--- src/rtl/cachelinefsm.sv ---
// Cache line-fill / eviction controller: latches the replacement victim,
// writes it back when valid and dirty, fetches the new line, then commits.
module cachelinefsm #(
  parameter  int NUMWAYS = 4,
  parameter  int LINELEN = 512,
  parameter  int BUSW    = 64,
  localparam int BEATS   = LINELEN / BUSW,
  localparam int BEATLEN = $clog2(BEATS)
) (
  input  logic               clk,
  input  logic               reset,
  input  logic               CacheMiss,
  input  logic               FlushStage,
  input  logic [NUMWAYS-1:0] VictimWay,
  input  logic [NUMWAYS-1:0] ValidWay,
  input  logic [NUMWAYS-1:0] DirtyWay,
  input  logic               BusAck,
  output logic               BusReq,
  output logic               BusWrite,
  output logic [BEATLEN-1:0] BeatCount,
  output logic [NUMWAYS-1:0] SelWay,
  output logic               BeatWriteEn,
  output logic               ClearDirty,
  output logic               SetValid,
  output logic               LRUWriteEn,
  output logic               Stall
);

  typedef enum logic [1:0] {
    IDLE,
    WRITEBACK,
    FETCH,
    COMMIT
  } state_t;

  localparam logic [BEATLEN-1:0] LAST = BEATLEN'(BEATS - 1);

  state_t             state, state_n;
  logic [BEATLEN-1:0] beat_n;
  logic [NUMWAYS-1:0] sel_n;
  logic               start;
  logic               last;
  logic               evict;

  assign start = CacheMiss & ~FlushStage;
  assign last  = (BeatCount == LAST);
  assign evict = |(VictimWay & ValidWay & DirtyWay);

  always_ff @(posedge clk) begin
    if (reset) begin
      state     <= IDLE;
      BeatCount <= '0;
      SelWay    <= '0;
    end else begin
      state     <= state_n;
      BeatCount <= beat_n;
      SelWay    <= sel_n;
    end
  end

  always_comb begin
    state_n     = state;
    beat_n      = BeatCount;
    sel_n       = SelWay;
    BusReq      = 1'b0;
    BusWrite    = 1'b0;
    BeatWriteEn = 1'b0;
    ClearDirty  = 1'b0;
    SetValid    = 1'b0;
    LRUWriteEn  = 1'b0;
    Stall       = 1'b1;
    unique case (state)
      IDLE: begin
        Stall = start;
        if (start) begin
          sel_n   = VictimWay;
          state_n = evict ? WRITEBACK : FETCH;
        end
      end
      WRITEBACK: begin
        BusReq   = 1'b1;
        BusWrite = 1'b1;
        if (BusAck) begin
          beat_n = BeatCount + 1'b1;
          if (last) begin
            beat_n     = '0;
            ClearDirty = 1'b1;
            state_n    = FETCH;
          end
        end
      end
      FETCH: begin
        BusReq      = 1'b1;
        BeatWriteEn = BusAck;
        if (BusAck) begin
          beat_n = BeatCount + 1'b1;
          if (last) begin
            beat_n  = '0;
            state_n = COMMIT;
          end
        end
      end
      COMMIT: begin
        SetValid   = 1'b1;
        LRUWriteEn = 1'b1;
        state_n    = IDLE;
      end
      default: state_n = IDLE;
    endcase
  end

endmodule

--- config.mk ---
export PLATFORM = sky130hd
export DESIGN_NAME = cachelinefsm
export DESIGN_NICKNAME = d
export VERILOG_FILES = /design/src/rtl/cachelinefsm.sv
export SDC_FILE = /design/constraint.sdc
export NUM_CORES = 1
export LEC_CHECK = 0
export ABC_CLOCK_PERIOD_IN_PS = 1300
export CORE_AREA = 2 2 44 46
export CTS_CLUSTER_SIZE = 12
export DETAILED_ROUTE_END_ITERATION = 10
export DIE_AREA = 0 0 46 48
export GPL_TIMING_DRIVEN = 0
export PLACE_DENSITY_LB_ADDON = 0.2
export SETUP_SLACK_MARGIN = 0.5
export SYNTH_ARGS = -nofsm -noshare
export SYNTH_HDL_FRONTEND = slang
export SYNTH_SLANG_ARGS = --single-unit
--- constraint.sdc ---
create_clock -name clk -period 1.3 [get_ports clk]
set_input_delay 0.13 -clock clk [delete_from_list [all_inputs] [get_ports clk]]
set_output_delay 0.13 -clock clk [all_outputs]
set_load 0.005 [all_outputs]
## After elaboration in Yosys (flattened, before gate mapping)

Index checks and enable logic that the tools add are counted.

| storage, ports and cells | value |
|---|---|
| memory bits (writable) | 0 |
| output and inout bits | 14 |
| register bits after elaboration | 9 |
| latch bits | 0 |
| memories | 0 |
| bits in read-only memories | 0 |
| word-level logic and storage cells | 39 |

| cells by class | value |
|---|---|
| equality and inequality tests | 9 |
| reduce and logical (&&, ||, !) cells | 6 |
| divide/modulo/power cells | 0 |
| $mul | 0 |
| shifts and indexed selects | 0 |
| muxes and demuxes | 16 |
| magnitude comparators | 0 |
| add/subtract/negate cells | 1 |
| bitwise logic cells | 4 |

Operators by type and width:

| cell | number |
|---|---|
| 2-bit 2-to-1 mux | 6 |
| 2-bit != test (second input constant) | 5 |
| 4-bit bitwise AND | 2 |
| 1-bit 2-to-1 mux | 8 |
| 2-bit case mux with 4 select lines | 1 |
| 5-bit AND reduction | 1 |
| 2-bit == test (second input constant) | 2 |
| 2-bit AND reduction | 2 |
| 4-bit OR reduction | 1 |
| 3-bit by 1-bit adder with 3-bit output (second input constant) | 1 |
| 3-bit == test (second input constant) | 1 |
| 3-bit 2-to-1 mux | 1 |
| 2-bit by 1-bit == test with 1-bit output (second input constant) | 1 |
| 2-bit logical NOT | 1 |
| 2-bit OR reduction | 1 |
| 1-bit bitwise AND | 1 |
| 1-bit NOT | 1 |

## Logic depth before layout (Yosys ltp)

| logic depth | value |
|---|---|
| depth after elaboration | 6 |
| mapped depth | 6 |
| depth with buffers taken out | 6 |

## Worst setup path after synthesis

Ideal clock, no wire load.

| timing path | value |
|---|---|
| kind | register -> register |
| start | register state[0] |
| end | register state[1] |
| stages on the path, launching flop included | 7 |
| path slack | 0.021 ns |
| buffers on the path | 0 |
| clock period less this slack | 1.279 ns |
| data arrival time | 1.163 ns |
| setup time | 0.116 ns |
| cell sequence | dfxtp_1 > inv_1 > ha_1 > a2bb2oi_2 > a21oi_4 > o221ai_1 > o211a_1 |

| on the way | value |
|---|---|
| cells in the longest elaborated chain, start to end | 3 |
| elaborated cells on any way between the ends | 11 |
| classes of those cells | 8 x eq/ne; 1 x mux; 2 x reduce/logical |

RTL lines:

| what | line | RTL |
|---|---|---|
| from (decl) | 38 | `state_t state, state_n;` |
| from (signal assigned) | 55 | `state <= state_n;` |
| 2-bit by 1-bit == test with 1-bit output (tied with other cells) | 72 | `unique case (state)` |
| 2-bit != test (no line) | -- |  |
| 5-bit AND reduction (no line) | -- |  |

Parallel ways exist; a longest one is shown, timed or not.
A chain may end at the register's enable or synchronous reset.

## Worst setup path after layout

| timing path | value |
|---|---|
| start | register BeatCount[0] |
| end | register state[1] |

| on the way | value |
|---|---|
| cells in the longest elaborated chain, start to end | 3 |
| elaborated cells on any way between the ends | 4 |
| classes of those cells | 3 x eq/ne; 1 x reduce/logical |

RTL lines:

| what | line | RTL |
|---|---|---|
| from (decl) | 20 | `output logic [BEATLEN-1:0] BeatCount,` |
| from (signal assigned) | 56 | `BeatCount <= beat_n;` |
| 3-bit == test (*) | 46 | `assign last = (BeatCount == LAST);` |
| 2-bit != test (no line) | -- |  |
| 5-bit AND reduction (no line) (*) | -- |  |

Mark *: on every way between the ends. The rest lies on a longest branch, timed or not.

==> flow_summary.yaml <==
hold_path:
  min_from: "reset"
  hold_depth: 2
  hp-class: "in2reg"
placement:
  portBuffers: 29
  gp_congestion: 0.694
  dp_hpwl_um: 939
routing:
  wire_per_inst_um: 12.2
  drcViolationCount: 0
  vias: 591
  routed_wl_mm: 1.50
  dr.pass1.iters: 4
  ant_nets: 0
  viasPerCell: 4.80
  drtIter0Drc: 5
clocking:
  cts_made_buffers: 3
  cts_sinks: 9
  root_buffer: "clkbuf_4"
  cts_tree: "built"
  ctsLongestPathBuffers: 2
  h-tree-depth: 1
  clkTransAtPathRegs_ns: 0.06
  worstSkewPairLatency_ns: 0.25
  holdBufCountCts: 0
synthesis:
  yosys-top-cells-area: "dfxtp_1, ha_1, mux2i_1"
  synthDominantCellAreaShare_pct: 34.4
  ys_seq_elements: 9
  postSynthCellCount: 57
  yosysSeqAreaShare_pct: 34.4
  synthArstFlopShare_pct: 0
  syn_area_um2: 524
  avgSynthCellArea_um2: 9.20
  synth_cell_types: 20
  yosysTopAreaCell: "dfxtp_1"
  synth_most_common_cell: "dfxtp_1"
  ys_warn_count: 0
  synth_edf_count: 0
  synthTopCellsByCount: "dfxtp_1, nand3_1, ha_1"
  syn_nets: 80
  ys.flop_type: "dfxtp_1"
sta:
  rsz0062_at_grt: "true"
  drv_slew: 0
  whs_ns: 0.239
  setup_violations: 4
  fin_skew_ns: 0.00190
  post-route-period-util_pct: 108
  hold_viol: 0
  worst_slack_ns: -0.0976
  timing.final.crit_period_ns: 1.40
  worstMarginPinSlew_ns: 0.397
  slew_headroom_pct: 73.5
  max_freq_mhz: 716
status:
  violations: "setup timing"
  status: "finished, violations left"
floorplanning:
  initial_utilization_pct: 31.0
  die_area_um2: 2210
  top_level_ports: 31
  rows: 15
  die_height_um: 48
  die_w_um: 46
  coreArea_um2: 1690
layout:
  area_growth_pct: 116
  final_nets: 130
  final_layout_size_suffix_gt1_share_pct: 56.6
  antenna_cells: 0
global_route:
  grt-ovfl-total: 0
  grt_pass1_vias: 523
  grt_pass1_wl_mm: 2.28
  grt_start_max_net_pins: 10
  antenna_found_initial: 0
  grt_use_total_pct: 14.6
job:
  drv_cap: 0
setup_path:
  crit_type: "reg2reg"
  worstRegToRegCells: 7
  crit_path_max_fanout: 4
  crit_required_ns: 1.45
  crit_chain: "ha_4, ha_4, buf_6, a2bb2oi_4, a21oi_4, buf_4, o211a_1"
  cp_top_family: "compound AO/OA/AOI/OAI gates"
  timing.rr.start: "BeatCount[0]"
  crit_start: "BeatCount[0]"
  critPathLaunchType: "flip-flop"
  slowest_stage: "dfxtp_4"
  path_depth: 7
  crit_buf_inv: 2
  end_kind: "flip-flop"
  crit_arrival_ns: 1.55
  crit_path_frequent_cell: "ha_4"
  slowest_delay_ns: 0.36
pwr:
  total_power_mw: 1.99
  max-vdd-ir-drop_v: 0.000898
  power_leakage_nw: 0.521
  power_density_nw_per_um2: 1760
[area by class of cell]
cell class	instances	area, µm²
inverters	4	20.0
clock buffers	4	26.3
fillers	156	558
multi-input cells	42	432
well taps	17	21.3
plain buffers	2	11.3
flip-flops and latches	9	199
repair buffers	45	422
[flip-flops by register name, summed over array words and instances, names as in the netlist]
| signal | count |
|---|---|
| SelWay | 4 |
| BeatCount | 3 |
| state | 2 |
[path summary, 6_finish.rpt]
path                  end  slack (ns)
min          BeatCount[0]        0.24
max              state[1]        -0.1
max reg2reg      state[1]        -0.1
min reg2reg     SelWay[3]        0.48
[placed cells by master (no fill, tap or decap), types with 4 or more instances in the layout]
cell | Yosys | layout
a21oi_1 | 4 | 4
buf_2 | 0 | 4
buf_4 | 1 | 12
buf_6 | 0 | 15
clkdlybuf4s50_1 | 0 | 15
dfxtp_2 | 0 | 6
ha_4 | 0 | 6
mux2i_1 | 4 | 4
nand2_1 | 5 | 5
nand3_1 | 7 | 7
nor2_1 | 5 | 5
[worst register-to-register path: stages (launching register included)]
cell and delay (ns):
dfxtp_4 0.36, ha_4 0.16, ha_4 0.16, buf_6 0.11, a2bb2oi_4 0.14, a21oi_4 0.06
buf_4 0.13, o211a_1 0.18
[where the power goes]
part | leakage, nW | internal [mW] | switching [mW]
Sequential | 0.0783 | 0.365 | 0.0720
Clock | 0.0150 | 0.118 | 0.0945
Combinational | 0.428 | 0.801 | 0.541
[kinds of logic after synthesis]
kind of cell / count (synthesis) / synth area share [%]
compound gates: 9 / 15.0
fa+ha+maj: 6 / 14.3
flops: 9 / 34.4
simple gates: 23 / 23.6
buf+inv: 6 / 5.01
mux: 4 / 7.64
[timing repair]
item	in CTS	in global routing
buffers inserted	11	5
cloned	0	0
setup endpoints to repair	23	23
pin swaps	7	7
gates resized for setup	76	10
[metrics by stage]
stage          cell area (µm²)  setup TNS [ns]  setup slack, ns  instances  util (%)
2_1_floorplan              587               0            0.128         57         -
3_3_place_gp               898          -0.771           -0.240        103      53.2
3_5_place_dp               898          -0.789           -0.243        103      53.2
4_1_cts                   1040          -0.223          -0.0980        118      61.7
5_1_grt                   1130          -0.805           -0.164        123      67.0
6_report                  1130          -0.290          -0.0976        123      67.0
[per-layer routing]
metal	wire (µm)	track usage (%)
met2	806	26.7
met3	83	2.26
met1	594	16.7
met4	13	6.86
met5	0	0
No activity file was read; power rests on OpenSTA's default activity.
